### config.mk
export PLATFORM = sky130hd
export DESIGN_NAME = alarm_controller
export DESIGN_NICKNAME = d
export VERILOG_FILES = /design/src/rtl/alarm_pkg.sv /design/src/rtl/alarm_controller_if.sv /design/src/rtl/alarm_controller_time_parameters.sv /design/src/rtl/alarm_controller.sv
export SDC_FILE = /design/constraint.sdc
export NUM_CORES = 1
export LEC_CHECK = 0
export CORE_ASPECT_RATIO = 1.4
export CORE_MARGIN = 4
export CORE_UTILIZATION = 50
export CTS_CLUSTER_DIAMETER = 50
export DETAILED_ROUTE_END_ITERATION = 10
export HOLD_SLACK_MARGIN = 0.06
export PLACE_DENSITY = 0.73
export SLEW_MARGIN = 30
export SYNTH_ARGS = -nofsm -noshare
export SYNTH_HDL_FRONTEND = slang
export SYNTH_SLANG_ARGS = --single-unit
### constraint.sdc
create_clock -name clock_25mhz -period 4.57 [get_ports clock_25mhz]
set_input_delay 0.6855 -clock clock_25mhz [delete_from_list [all_inputs] [get_ports clock_25mhz]]
set_output_delay 0.6855 -clock clock_25mhz [all_outputs]
set_load 0.1 [all_outputs]
### src/rtl/alarm_pkg.sv
// rtl/alarm_pkg.sv - shared state encodings, interval indices and helpers for the alarm controller
package alarm_pkg;

  typedef enum logic [2:0] {
    ARMED       = 3'd0,
    TRIGGERED   = 3'd1,
    SOUND_ALARM = 3'd2,
    DISARMED    = 3'd3,
    WAIT_OPEN   = 3'd4,
    WAIT_CLOSE  = 3'd5,
    ARM_DELAY   = 3'd6
  } state_e;

  localparam logic [1:0] IDX_ARM       = 2'd0;
  localparam logic [1:0] IDX_DRIVER    = 2'd1;
  localparam logic [1:0] IDX_PASSENGER = 2'd2;
  localparam logic [1:0] IDX_ALARM     = 2'd3;

  // A zero interval would never let the countdown run, so it is stored as one second.
  function automatic logic [3:0] clamp_interval(input logic [3:0] v);
    return (v == 4'd0) ? 4'd1 : v;
  endfunction

endpackage

### src/rtl/alarm_controller_if.sv
// rtl/alarm_controller_if.sv - interval register write/read bus between controller and time_parameters
interface alarm_controller_if;
  logic       wr_en;
  logic [1:0] wr_sel;
  logic [3:0] wr_data;
  logic [1:0] rd_idx;
  logic [3:0] rd_data;

  modport master (output wr_en, output wr_sel, output wr_data, output rd_idx, input rd_data);
  modport slave  (input wr_en, input wr_sel, input wr_data, input rd_idx, output rd_data);
endinterface

### src/rtl/alarm_controller_time_parameters.sv
// rtl/alarm_controller_time_parameters.sv - four programmable 4-bit interval registers
module time_parameters
  import alarm_pkg::*;
#(
  parameter logic [3:0] T_ARM_DEFAULT       = 4'd6,
  parameter logic [3:0] T_DRIVER_DEFAULT    = 4'd8,
  parameter logic [3:0] T_PASSENGER_DEFAULT = 4'd15,
  parameter logic [3:0] T_ALARM_DEFAULT     = 4'd10
) (
  input  logic                     clk,
  input  logic                     rst_n,
  alarm_controller_if.slave        tp
);

  logic [3:0] interval_q [4];

  // Load defaults on reset; a write strobe updates the addressed interval on the next edge.
  always_ff @(posedge clk or negedge rst_n) begin
    if (!rst_n) begin
      interval_q[IDX_ARM]       <= T_ARM_DEFAULT;
      interval_q[IDX_DRIVER]    <= T_DRIVER_DEFAULT;
      interval_q[IDX_PASSENGER] <= T_PASSENGER_DEFAULT;
      interval_q[IDX_ALARM]     <= T_ALARM_DEFAULT;
    end else if (tp.wr_en) begin
      interval_q[tp.wr_sel] <= clamp_interval(tp.wr_data);
    end
  end

  assign tp.rd_data = interval_q[tp.rd_idx];

endmodule

### src/rtl/alarm_controller.sv
// rtl/alarm_controller.sv - vehicle alarm FSM; ALARM_BLINK_EN enables the armed-state LED blink
module alarm_controller
  import alarm_pkg::*;
#(
  parameter logic [3:0] T_ARM_DEFAULT       = 4'd6,
  parameter logic [3:0] T_DRIVER_DEFAULT    = 4'd8,
  parameter logic [3:0] T_PASSENGER_DEFAULT = 4'd15,
  parameter logic [3:0] T_ALARM_DEFAULT     = 4'd10
) (
  input  logic       clock_25mhz,
  input  logic       reset_n,
  input  logic       ignition,
  input  logic       driver_door,
  input  logic       passenger_door,
  input  logic       reprogram,
  input  logic [1:0] time_param_sel,
  input  logic [3:0] time_value,
  input  logic       one_hz_enable,
  input  logic       expired,
  output logic       start_timer,
  output logic [3:0] value,
  output logic       siren,
  output logic       status_led,
  output logic [2:0] state
);

  alarm_controller_if tp_if ();

  state_e     state_q, state_d;
  logic       siren_q, siren_d;
  logic       led_q, led_d;
  logic       start_q, start_d;
  logic [3:0] value_q, value_d;
  logic       live_q, live_d;       // a countdown we started is still meaningful
  logic       door_prev_q;          // any door open on the previous cycle
  logic       any_open;
  logic       exp_live;
  logic [1:0] rd_idx;

  time_parameters #(
    .T_ARM_DEFAULT      (T_ARM_DEFAULT),
    .T_DRIVER_DEFAULT   (T_DRIVER_DEFAULT),
    .T_PASSENGER_DEFAULT(T_PASSENGER_DEFAULT),
    .T_ALARM_DEFAULT    (T_ALARM_DEFAULT)
  ) u_time_parameters (
    .clk  (clock_25mhz),
    .rst_n(reset_n),
    .tp   (tp_if.slave)
  );

  assign tp_if.wr_en   = reprogram;
  assign tp_if.wr_sel  = time_param_sel;
  assign tp_if.wr_data = time_value;
  assign tp_if.rd_idx  = rd_idx;

  assign any_open = driver_door | passenger_door;
  assign exp_live = expired & live_q;

`ifndef ALARM_BLINK_EN
  logic unused_one_hz;
  assign unused_one_hz = one_hz_enable;
`endif

  // Pick which interval a countdown started this cycle would load.
  always_comb begin
    rd_idx = IDX_ARM;
    if (state_q == ARMED)            rd_idx = driver_door ? IDX_DRIVER : IDX_PASSENGER;
    else if (state_q == SOUND_ALARM) rd_idx = IDX_ALARM;
  end

  // Next-state, countdown bookkeeping and registered-output values.
  always_comb begin
    state_d = state_q;
    start_d = 1'b0;
    value_d = value_q;
    live_d  = live_q;
    case (state_q)
      ARMED: begin
        if (ignition) state_d = DISARMED;
        else if (any_open) begin
          state_d = TRIGGERED;
          start_d = 1'b1;
          value_d = tp_if.rd_data;
          live_d  = 1'b1;
        end
      end
      TRIGGERED: begin
        if (ignition) begin
          state_d = DISARMED;
          live_d  = 1'b0;
        end else if (exp_live) begin
          state_d = SOUND_ALARM;
          live_d  = 1'b0;
        end
      end
      SOUND_ALARM: begin
        if (ignition) begin
          state_d = DISARMED;
          live_d  = 1'b0;
        end else if (exp_live && !any_open) begin
          state_d = ARMED;
          live_d  = 1'b0;
        end else if (any_open) begin
          live_d = 1'b0;
        end else if (door_prev_q) begin
          start_d = 1'b1;
          value_d = tp_if.rd_data;
          live_d  = 1'b1;
        end
      end
      DISARMED: begin
        if (!ignition) state_d = WAIT_OPEN;
      end
      WAIT_OPEN: begin
        if (ignition) state_d = DISARMED;
        else if (driver_door) state_d = WAIT_CLOSE;
      end
      WAIT_CLOSE: begin
        if (ignition) state_d = DISARMED;
        else if (!any_open) begin
          state_d = ARM_DELAY;
          start_d = 1'b1;
          value_d = tp_if.rd_data;
          live_d  = 1'b1;
        end
      end
      ARM_DELAY: begin
        if (ignition) begin
          state_d = DISARMED;
          live_d  = 1'b0;
        end else if (exp_live) begin
          state_d = ARMED;
          live_d  = 1'b0;
        end else if (any_open) begin
          state_d = WAIT_CLOSE;
          live_d  = 1'b0;
        end
      end
      default: begin
        state_d = ARMED;
        live_d  = 1'b0;
      end
    endcase

    if (reprogram) begin
      state_d = ARMED;
      start_d = 1'b0;
      value_d = value_q;
      live_d  = 1'b0;
    end

    siren_d = (state_d == SOUND_ALARM);
    led_d   = (state_d == TRIGGERED) || (state_d == SOUND_ALARM);
`ifdef ALARM_BLINK_EN
    if (state_d == ARMED)
      led_d = (state_q == ARMED && !reprogram) ? (led_q ^ one_hz_enable) : 1'b0;
`endif
  end

  // State and output registers with asynchronous reset to a quiet ARMED state.
  always_ff @(posedge clock_25mhz or negedge reset_n) begin
    if (!reset_n) begin
      state_q     <= ARMED;
      siren_q     <= 1'b0;
      led_q       <= 1'b0;
      start_q     <= 1'b0;
      value_q     <= 4'd0;
      live_q      <= 1'b0;
      door_prev_q <= 1'b0;
    end else begin
      state_q     <= state_d;
      siren_q     <= siren_d;
      led_q       <= led_d;
      start_q     <= start_d;
      value_q     <= value_d;
      live_q      <= live_d;
      door_prev_q <= any_open;
    end
  end

  assign start_timer = start_q;
  assign value       = value_q;
  assign siren       = siren_q;
  assign status_led  = led_q;
  assign state       = state_q;

endmodule

==> metrics, run 1 <==
Port Buf Inserts 22; initial antenna violation count 0; DR WL/cell 15.3 um; nets@finish 172; HP Start value[3]$_DFFE_PN0P_; Root Driver clkbuf_8; final hold viol count 0; setup bufs post-CTS 0; max_cap viols 0; Slew headroom 0.347; final wirelength 2960 um; unrepaired setup endpoints after global routing no; Post-CTS Hold Fix Bufs 0; vias in the first global route 1,136; Synth cell types 45; # fillers 238; post-cts sizing count 0; Critical Path RT 3.88 ns; CP Capture Type output pin; Worst setup SP type flop; count leader, synth dfrtp_1; core outline area 0.00291 mm2; status finished clean; Setup CP Type flop to output pin; Yosys reg bits 28; total grt overflow 0; Syn Inst Count 138; Vias 1,106; Critical Path Start state[1]$_DFF_PN0_; dpl hpwl 2210 um; Global Route Usage Sum 0.180; Synth Area per Inst 11.2 um2; Mapped Nets 152; crit path max fanout 26; Setup Skew 0.00197 ns; Async SR Flop Fraction 1.00; vias per inst 5.70; number of enable flip-flop cells after synthesis 0; CP Cell Sequence clkdlybuf4s50_1; Clk Latency, worst-skew pair 0.27 ns; VDD IR-drop max 333 uV; First-pass DRT Iterations 4; antenna cells 0; clock-pin slew on the worst setup and hold paths 0.09 ns; gpl congestion 0.792; IO Count 24; top cell type's share of synthesized area 0.308; Clock Path Buffers 2; CTS Buf Count 3; first-pass GRT wire length 5330 um; fin cells 194; Initial DRC Count 41; largest stage delay on the critical path 1.27 ns; die height 73.8 um; Buffers & Inverters on Critical Path 1; Hold Path Class flop to flop; pwr dens 465 mW/mm2; Setup Total Neg Slack 0 ns; Final min period 3.09 ns; top cells by area, synth dfrtp_1, dfstp_2, mux2_2, o21ai_0, mux2_1; largest net degree at the start of global routing 29; clk sink count 28; Post-Place Cells 190; Initial Util 0.532; Max Clk Rate 324 MHz; critical path's slowest cell clkdlybuf4s50_1; die area 0.00406 mm2; most area-hungry cell type in the Yosys netlist dfrtp_1; Die W 55.0 um; Post-synth top flop dfrtp_1; H-tree levels 1; layout overhead on the synthesized area 17.6%; antenna viol nets, final 0; Min Hold Slack 0.490 ns; Slew Limit Fails 0; row cnt 23; Yosys warnings 0; Worst R2R Start state[2]$_DFF_PN0_; Tightest Pin Transition 0.977 ns; cell area after synthesis 0.00155 mm2; top cells by count, synth dfrtp_1, mux2_2, nand2_1; CP arrival 2.40 ns; Largest delay share family, worst path buffers and inverters; leakage 0.744 nW; Final Cycle Share 0.675; post-synthesis sequential area ratio 0.461; CTS tree built; DRC violations left 0; share of layout cells above drive strength 1 0.229; final setup violation count 0
sequential cells by signal, indices dropped and copies added (netlist names):
| signal | cells |
|---|---|
| start_timer | 1 |
| live_q | 1 |
| state | 3 |
| door_prev_q | 1 |
| siren | 1 |
| status_led | 1 |
| u_time_parameters.interval_q | 16 |
| value | 4 |
report_power, final:
part	internal [mW]	leakage, nW	switching (mW)	total (mW)
Sequential	0.308	0.328	0.0355	0.344
Combinational	0.111	0.386	0.242	0.352
Clock	0.0771	0.0288	0.0707	0.148
Total	0.496	0.744	0.348	0.844
final cells by class:
class,instances,area (um2),area share
Tap cell,37,46.3,0.0255
Inverter,3,11.3,0.00620
Timing Repair Buffer,23,228,0.125
Clock buffer,4,55.1,0.0303
Sequential cell,28,712,0.392
Multi-Input combinational cell,99,764,0.421
layout by cell type, fill, tap and decap left out, types with 3 or more instances in the layout:
master,netlist,layout
nand2_1,11,11
dfstp_2,9,9
inv_1,3,3
dfrtp_1,19,19
nand3_1,4,4
nor2_1,6,6
nor3b_1,4,4
a31oi_1,3,3
mux2_1,4,4
o21ai_0,9,9
mux2_2,16,16
clkbuf_8,0,4
mux2i_1,4,4
clkdlybuf4s50_1,0,22
through the flow:
stage / setup WS (ns) / utilization / total power, mW / cell area (um2)
final: 1.48 / 0.625 / 0.844 / 1820
after global routing: 1.35 / 0.625 / 0.889 / 1820
after CTS: 1.47 / 0.625 / 0.855 / 1820
after detailed placement: 1.79 / 0.606 / 0.704 / 1760
after global placement: 1.79 / 0.606 / 0.697 / 1760
after floorplan: 2.40 / - / 0.616 / 1550
path summary, 6_finish.rpt:
check,endpoint,cells past startpoint,slack [ns]
setup reg to reg,value[0]$_DFFE_PN0P_,4,2.62
hold / removal,value[3]$_DFFE_PN0P_,1,0.49
hold reg to reg,value[3]$_DFFE_PN0P_,1,0.49
max in group asynchronous,u_time_parameters.interval_q[13]$_DFFE_PN1P_,2,3.50
setup / recovery,state[1],1,1.48
min in group asynchronous,value[3]$_DFFE_PN0P_,2,0.78
layer usage:
layer  global-route usage  vias up  share of wire
met5                    0        -              0
met4               0.0649        0          0.018
met3               0.0183        5          0.039
met2                0.305       26           0.54
met1                0.231      532           0.41
li1                     -      543              -
cell families after synthesis:
kind of cell | count (synthesis) | share of synthesized area
and+or+nand+nor | 42 | 0.165
AOI/OAI and AO/OA | 33 | 0.158
DFF | 28 | 0.461
muxes | 24 | 0.172
buffers and inverters | 11 | 0.0445
worst reg2reg max path, delay by kind of cell (launching register included):
family / cells / cell delay [ns]
flip-flops: 1 / 0.75
AND/OR/NAND/NOR: 1 / 0.37
AO/OA/AOI/OAI: 2 / 0.37
multiplexers: 1 / 0.35
Note: power is estimated with default switching activity, not from simulation.
==> inputs of run 2 (changes only) <==
--- a/config.mk
+++ b/config.mk
@@ -7,7 +7,7 @@
 export LEC_CHECK = 0
 export CORE_ASPECT_RATIO = 1.4
 export CORE_MARGIN = 4
-export CORE_UTILIZATION = 50
+export CORE_UTILIZATION = 48
 export CTS_CLUSTER_DIAMETER = 50
 export DETAILED_ROUTE_END_ITERATION = 10
 export HOLD_SLACK_MARGIN = 0.06
==> constraint.sdc (replaced) <==
create_clock -name clock_25mhz -period 2.7 [get_ports clock_25mhz]
set_input_delay 0.405 -clock clock_25mhz [delete_from_list [all_inputs] [get_ports clock_25mhz]]
set_output_delay 0.405 -clock clock_25mhz [all_outputs]
set_load 0.1 [all_outputs]
==> run 2 against run 1 <==
  * Total power is 69% higher
  * Combinational power rose by 66%
  * Worst setup slack got worse by 0.87 ns
  * Sequential share of layout area up 0.16 points
  * Wire length up 2.2%
  * Cell area decreased by 0.41%
  * Critical endpoint is now value[2]$_DFFE_PN0P_
==> metrics, run 2 (synthesis results as in run 1) <==
Root Driver clkbuf_8; Worst R2R Start state[2]$_DFF_PN0_; max reg flops 16; final setup violation count 0; die height 75.1 um; CP Capture Type flop; clk sink count 28; Final Cycle Share 0.771; total grt overflow 0; H-tree levels 1; Clk Latency, worst-skew pair 0.27 ns; Initial Util 0.500; Vias 1,139; Min Hold Slack 0.487 ns; Setup Total Neg Slack 0 ns; Clock Path Buffers 2; commonest non-fill, non-tap cell in the layout dfrtp_1; leakage 0.768 nW; row cnt 24; largest register by flop count u_time_parameters.interval_q; Max Clk Rate 480 MHz; Critical Path Start driver_door; Setup CP Type input pin to flop; fin util 0.585; core outline area 0.00309 mm2; max_cap viols 0; layout overhead on the synthesized area 17.1%; Post-Place Cells 194; antenna viol nets, final 0; Worst setup SP type input pin; grt met1 use 0.166; Tightest Pin Transition 0.804 ns; gpl congestion 0.762; Initial DRC Count 28; CP arrival 2.24 ns; commonest non-fill, non-tap cells in the layout dfrtp_1, mux2_2, buf_4; Area after DPL 0.00175 mm2; grt peak-use layer met2; final hold viol count 0; DR WL/cell 15.3 um; First-pass DRT Iterations 4; post-cts sizing count 0; # fillers 269; antenna cells 0; largest net degree at the start of global routing 29; Critical Path RT 2.85 ns; vias in the first global route 1,201; crit path to value[2]$_DFFE_PN0P_; share of layout cells above drive strength 1 0.302; Slew headroom 0.464; Port Buf Inserts 22; clock-pin slew on the worst setup and hold paths 0.09 ns; VDD IR-drop max 725 uV; CTS tree built; R2R Path End value[2]$_DFFE_PN0P_; grt met2 use 0.316; Setup Skew 0.00724 ns; unrepaired setup endpoints after global routing no; Global Route Usage Sum 0.156; first-pass GRT wire length 5240 um; worst r2r path cells 4; die area 0.00420 mm2; Post-CTS Hold Fix Bufs 0; crit path max fanout 9; setup bufs post-CTS 0; Slew Limit Fails 0; final wirelength 3030 um; vias per inst 5.75; fin cells 198; dpl hpwl 2230 um; Hold Path Class input pin to async pin; Die W 56.0 um; pwr dens 787 mW/mm2; status finished clean; final instance area 0.00181 mm2; initial antenna violation count 0; CTS Buf Count 3; DRC violations left 0; nets@finish 174; Final min period 2.08 ns; met3 Usage GRT 0.0240; IO Count 24; FF-to-FF setup slack 0.76 ns
-- run 2: worst min path at each step --
stage / slack (ns) / endpoint / depth (start not counted)
global route: 0.51 / value[2]$_DFFE_PN0P_ / 1
detailed placement: 0.47 / u_time_parameters.interval_q[8]$_DFFE_PN0P_ / 2
floorplan: 0.11 / door_prev_q$_DFF_PN0_ / 0
CTS: 0.49 / u_time_parameters.interval_q[4]$_DFFE_PN1P_ / 2
global placement: 0.46 / u_time_parameters.interval_q[0]$_DFFE_PN0P_ / 2
finish: 0.49 / u_time_parameters.interval_q[8]$_DFFE_PN0P_ / 2
-- run 2: power by group --
| part | internal [mW] | switching [mW] |
|---|---|---|
| clock | 0.130 | 0.122 |
| combinational | 0.176 | 0.410 |
| sequential | 0.522 | 0.0627 |
-- run 2: layer usage --
metal | part of all wire | up-vias | wire, um
met3 | 0.051 | 6 | 153
li1 | - | 550 | -
met2 | 0.55 | 36 | 1680
met5 | 0 | - | 0
met4 | 0.011 | 0 | 34
met1 | 0.38 | 547 | 1160
-- run 2: metrics by stage --
step                power, mW  setup slack, ns
floorplan                1.04            0.527
global placement         1.17            0.366
detailed placement       1.18            0.352
CTS                      1.43            0.636
global route             1.49            0.596
finish                   1.42            0.617
-- run 2: critical path: stages --
cell             delay, ns
clkdlybuf4s50_1       0.69
buf_4                 0.21
mux2i_1               0.23
o21ai_0               0.10
mux2_2                0.31
mux2_1                0.29
-- run 2: area by class of cell --
| class | instances | area, um2 | share of cell area |
|---|---|---|---|
| clock buffer | 4 | 55.1 | 0.0304 |
| inverter | 3 | 11.3 | 0.00622 |
| sequential | 28 | 712 | 0.393 |
| tap | 39 | 48.8 | 0.0270 |
| timing repair buffer | 25 | 218 | 0.120 |
| multi-input combinational | 99 | 764 | 0.423 |
==> RTL edit 1: new RTL, flow settings as in run 1 <==
`T_ALARM_DEFAULT` is set to 4'd10 in 2 places; all go to 4'd8.
--- a/src/rtl/alarm_controller_time_parameters.sv
+++ b/src/rtl/alarm_controller_time_parameters.sv
@@ -5,7 +5,7 @@
   parameter logic [3:0] T_ARM_DEFAULT       = 4'd6,
   parameter logic [3:0] T_DRIVER_DEFAULT    = 4'd8,
   parameter logic [3:0] T_PASSENGER_DEFAULT = 4'd15,
-  parameter logic [3:0] T_ALARM_DEFAULT     = 4'd10
+  parameter logic [3:0] T_ALARM_DEFAULT     = 4'd8
 ) (
   input  logic                     clk,
   input  logic                     rst_n,
--- a/src/rtl/alarm_controller.sv
+++ b/src/rtl/alarm_controller.sv
@@ -5,7 +5,7 @@
   parameter logic [3:0] T_ARM_DEFAULT       = 4'd6,
   parameter logic [3:0] T_DRIVER_DEFAULT    = 4'd8,
   parameter logic [3:0] T_PASSENGER_DEFAULT = 4'd15,
-  parameter logic [3:0] T_ALARM_DEFAULT     = 4'd10
+  parameter logic [3:0] T_ALARM_DEFAULT     = 4'd8
 ) (
   input  logic       clock_25mhz,
   input  logic       reset_n,
Function: changed (Yosys sat finds a counterexample within 4 cycles, from zero or initial values and one cycle with reset_n low).
==> RTL edit 1 against run 1 <==
  * Cell count stayed put
  * Sequential cell count unchanged
  * Via count increased by 2.6%
  * Final area fell by 0.62%
  * Die area hardly changed
  * Total power down 2.3%
  * Synthesized cell count unchanged
  * Non-clock buffer count is the same
  * Combinational power is essentially flat
  * Routed wire length down 1.5%
  * Synthesized area is essentially flat
  * Register-to-register slack about the same
  * Worst setup slack better by 0.0032 ns
  * Critical path type unchanged
  * Largest cell class unchanged
==> RTL edit 1: results (changes against run 1) <==
[run_status]
outcome=finished clean

[critical_path]
r2r_start=state[2]$_DFF_PN0_
critPathTopFamily=buffers and inverters
endpoint=state[1]
crit_fanout=26  ; unchanged
slowest_stage=clkdlybuf4s50_1
worstSetupStartpoint=state[1]$_DFF_PN0_
worstRegToRegCells=4  ; unchanged
reg2reg_setup_slack_ns=2.62  ; about the same
reg2reg_to=value[3]$_DFFE_PN0P_
cp_slowest_stage_delay_ns=1.27  ; about the same
worst-endpoint-arrival_ns=2.40  ; about the same

[yosys]
yosysUniqueCellTypes=45  ; unchanged
syn_nets=152  ; unchanged
synth_top_flop_cell=dfrtp_1
async_flop_share_pct=100  ; unchanged
synth_common_cells=20 x dfrtp_1, 16 x mux2_2, 11 x nand2_1, 9 x o21ai_0, 8 x dfstp_2
ys_seq_area_share_pct=46.0  ; about the same
ys_warn_count=0  ; unchanged
synthTopCellsByArea=dfrtp_1 32%, dfstp_2 14%, mux2_2 12%

[placed_design]
port_buffers=22  ; unchanged
hpwl_um=2190  ; -1.2%
gp_congestion=0.778  ; -1.8%

[hold_path]
min_to=value[0]$_DFFE_PN0P_
hp-class=register to register
min_from=value[0]$_DFFE_PN0P_
hold_depth=1  ; unchanged

[global_routing]
grt_pass1_vias=1169  ; +2.9%
track_usage_pct=17.1  ; -0.88 points
grt_pass1_wl_um=5120  ; -3.9%
antenna_found_initial=0  ; unchanged
grt_max_degree=29  ; unchanged

[drt]
viasPerCell=5.85  ; +2.6%
drt-total-wl_um=2920  ; -1.5%
drt-initial-drc-count=26  ; -37%
drt-pass1-iter-count=4  ; unchanged

[clock_network]
clk_pin_slew_ns=0.09  ; about the same
cts_buffers=3  ; unchanged
insertion_delay_ns=0.27  ; about the same
cts_setup_buffers=0  ; unchanged
cts_resized=0  ; unchanged
htree_levels=1  ; unchanged
clockBufferDepth=2  ; unchanged
root_buffer=clkbuf_8

[cells_and_area]
largest_reg_flops=16  ; unchanged
drive_above_1_share_pct=21.7  ; -1.3 points
layout.nets=172  ; unchanged
fillerInstances=241  ; +1.3%
top_register=u_time_parameters.interval_q
antenna_cells=0  ; unchanged

[power_and_ir_drop]
p_leak_nw=0.739  ; -0.63%
swShare_pct=41.8  ; +0.57 points
vdd_drop_max_mv=0.420  ; +26%

[timing]
skew_ns=0.00885  ; +0.00689 ns
worst_slew_pin_slew_ns=0.972  ; -0.00484 ns

==> RTL edit 1: cell types whose count changed in the layout (fill, tap and decap cells not counted) <==
cell / before / now
clkbuf_1: 0 / 1
dfrtp_1: 19 / 20
clkbuf_8: 4 / 3
dfstp_2: 9 / 8
==> RTL edit 1: layer usage <==
layer  global-route usage (%)  share of wire, %  vias to the layer above  wire length (um)
li1                         -                 -                      547                 -
met1                     20.7                40                      557              1170
met2                     30.4                55                       27              1600
met3                     1.83               3.9                        4               114
met4                     5.95              0.99                        0                29
met5                        0                 0                        -                 0
==> RTL edit 1: power groups by stage <==
stage	logic (mW)	registers (mW)	clock network [mW]
4_1_cts	0.355	0.342	0.135
3_3_place_gp	0.351	0.345	0
6_report	0.351	0.342	0.132
5_1_grt	0.373	0.350	0.147
2_1_floorplan	0.114	0.501	0
3_5_place_dp	0.354	0.347	0
==> RTL edit 1: layout make-up <==
| class | instances | area share [%] |
|---|---|---|
| multi-input cells | 99 | 42.3 |
| flip-flops and latches | 28 | 39.4 |
| repair buffers | 23 | 12.6 |
| well taps | 37 | 2.56 |
| clock buffers | 4 | 2.49 |
| inverters | 3 | 0.624 |
==> RTL edit 1: cell families after synthesis <==
logic type,after synthesis,share of synthesized area (%)
and+or+nand+nor,42,16.5
buffers and inverters,11,4.46
muxes,24,17.2
AOI/OAI and AO/OA,33,15.8
DFF,28,46.0
==> RTL edit 1: through the flow <==
step	hold WS (ns)	worst slack, ns	cell area (sq um)	instances
final	0.488	1.49	1810	194
after global routing	0.501	1.37	1810	194
after CTS	0.495	1.49	1810	194
after detailed placement	0.470	1.80	1760	190
after global placement	0.461	1.79	1760	190
after floorplan	0.390	2.40	1540	138
==> RTL edit 2: new RTL, settings of run 1 <==
Made on the original files. Make the reset (`reset_n` and `rst_n`) synchronous in 2 clocked blocks. Comments in the files are not updated.
--- a/src/rtl/alarm_controller_time_parameters.sv
+++ b/src/rtl/alarm_controller_time_parameters.sv
@@ -15,7 +15,7 @@
   logic [3:0] interval_q [4];
 
   // Load defaults on reset; a write strobe updates the addressed interval on the next edge.
-  always_ff @(posedge clk or negedge rst_n) begin
+  always_ff @(posedge clk) begin
     if (!rst_n) begin
       interval_q[IDX_ARM]       <= T_ARM_DEFAULT;
       interval_q[IDX_DRIVER]    <= T_DRIVER_DEFAULT;
--- a/src/rtl/alarm_controller.sv
+++ b/src/rtl/alarm_controller.sv
@@ -158,7 +158,7 @@
   end
 
   // State and output registers with asynchronous reset to a quiet ARMED state.
-  always_ff @(posedge clock_25mhz or negedge reset_n) begin
+  always_ff @(posedge clock_25mhz) begin
     if (!reset_n) begin
       state_q     <= ARMED;
       siren_q     <= 1'b0;
Behaviour: differs if reset_n is asserted again (counterexample within 4 cycles, from zero or initial values and one cycle with reset_n low); with reset_n held inactive, the same outputs for 10 cycles.
==> RTL edit 2 against run 1 <==
  * Utilization is 1.1 points lower
  * First-iteration DRC count is 34% lower
  * Global-route usage is 0.91 points lower
  * Routed wire length is 1.9% lower
  * Synthesized area is 2.3% lower
  * Sequential cell count stayed put
  * Final area is 2.8% lower
  * Non-clock buffer count is 1 lower
  * Worst setup slack better by 0.033 ns
  * Critical path type unchanged
Power is not compared: it rests on default switching activity, and its combinational part moved more than twofold at a synthesized area within 25%.
==> RTL edit 2: results (changes against run 1) <==
[yosys]
syn_nets=168  ; +11%
ys_seq_area_share_pct=47.8  ; +1.7 points
synth_top_flop_cell=edfxtp_1
synthTopCellsByArea=edfxtp_1 32%, dfxtp_1 16%, nand2_1 6.2%
async_flop_share_pct=0  ; -100 points
synth_edf_count=16  ; +16
postSynthAreaPerCell_sq_um=9.80  ; -12%
synth_common_cells=25 x nand2_1, 16 x edfxtp_1, 12 x dfxtp_1, 12 x nor2_1, 8 x mux2i_1
yosysUniqueCellTypes=47  ; +4.4%

[global_routing]
global_route.usage.met3_pct=2.66  ; +0.83 points
track_usage_pct=17.1  ; -0.91 points
use_met1_pct=16.5  ; -6.6 points
grt_max_degree=27  ; -6.9%
met2_usage_pct=33.6  ; +3.0 points
grt_pass1_vias=1148  ; +1.1%
antenna_found_initial=0  ; unchanged
grt_pass1_wl_um=4960  ; -6.9%

[run_status]
outcome=finished clean

[critical_path]
critPathTopFamily=buffers and inverters
slowest_stage=clkdlybuf4s50_1
worstSetupStartpoint=state[1]$_SDFF_PN0_
reg2reg_setup_slack_ns=2.50  ; -0.12 ns
worst-endpoint-arrival_ns=2.37  ; -0.03 ns

[power_and_ir_drop]
p_leak_nw=0.653

[cells_and_area]
antenna_cells=0  ; unchanged
layout.nets=186  ; +8.1%
drive_above_1_share_pct=12.9  ; -10 points
top_register=u_time_parameters.interval_q

[drt]
post_drt_wl_per_cell_um=14.0  ; -8.5%
via_count=1161  ; +5.0%
drt-initial-drc-count=27  ; -34%
drt-pass1-iter-count=4  ; unchanged

[hold_path]
min_from=value[3]$_SDFFE_PN0P_
hp-class=register to register

[timing]
worst_slew_pin_slew_ns=0.972  ; -0.00522 ns
skew_ns=0.00384  ; +0.00187 ns

[clock_network]
htree_levels=1  ; unchanged
root_buffer=clkbuf_8

[placed_design]
hpwl_um=2280  ; +3.2%
gp_congestion=0.770  ; -2.7%

[RTL edit 2: cell type report]
class	count	area [sq um]
Tap cell	37	46.3
Timing Repair Buffer	22	220
Fill cell	261	1110
Clock buffer	4	45.0
Inverter	4	15.0
Sequential cell	28	721
Multi-Input combinational cell	113	719
[RTL edit 2: metal layers]
metal  vias to the layer above  wire, um
met5                         -         0
met4                         0        51
met3                         6       130
met2                        29      1690
met1                       544      1040
li1                        582         -
[RTL edit 2: path summary, 6_finish.rpt]
path,endpoint,cells after the start
worst max-delay path,state[1],1
worst min-delay path,value[3]$_SDFFE_PN0P_,2
worst max register to register,status_led$_SDFF_PN0_,5
worst min register to register,value[3]$_SDFFE_PN0P_,2
[RTL edit 2: kinds of logic after synthesis]
family | count (synthesis) | synth area share (%)
AND/OR/NAND/NOR | 77 | 26.8
flip-flops | 28 | 47.8
AO/OA/AOI/OAI | 22 | 11.3
multiplexers | 13 | 9.04
buffers and inverters | 13 | 4.56
XOR/XNOR | 1 | 0.581
[RTL edit 2: through the flow]
step / setup WS (ns) / cells / total power [mW] / cell area [sq um] / hold slack, ns
floorplan: 2.32 / 154 / 0.382 / 1510 / 0.485
global placement: 1.86 / 204 / 0.410 / 1720 / 0.447
detailed placement: 1.82 / 204 / 0.413 / 1720 / 0.455
CTS: 1.53 / 208 / 0.545 / 1770 / 0.467
global route: 1.43 / 208 / 0.568 / 1770 / 0.488
finish: 1.52 / 208 / 0.542 / 1770 / 0.465
[RTL edit 2: power breakdown]
part | switching, mW | internal (mW) | total [mW]
Clock | 0.0728 | 0.0624 | 0.135
Combinational | 0.0717 | 0.0429 | 0.115
Sequential | 0.00924 | 0.283 | 0.292
Total | 0.154 | 0.388 | 0.542
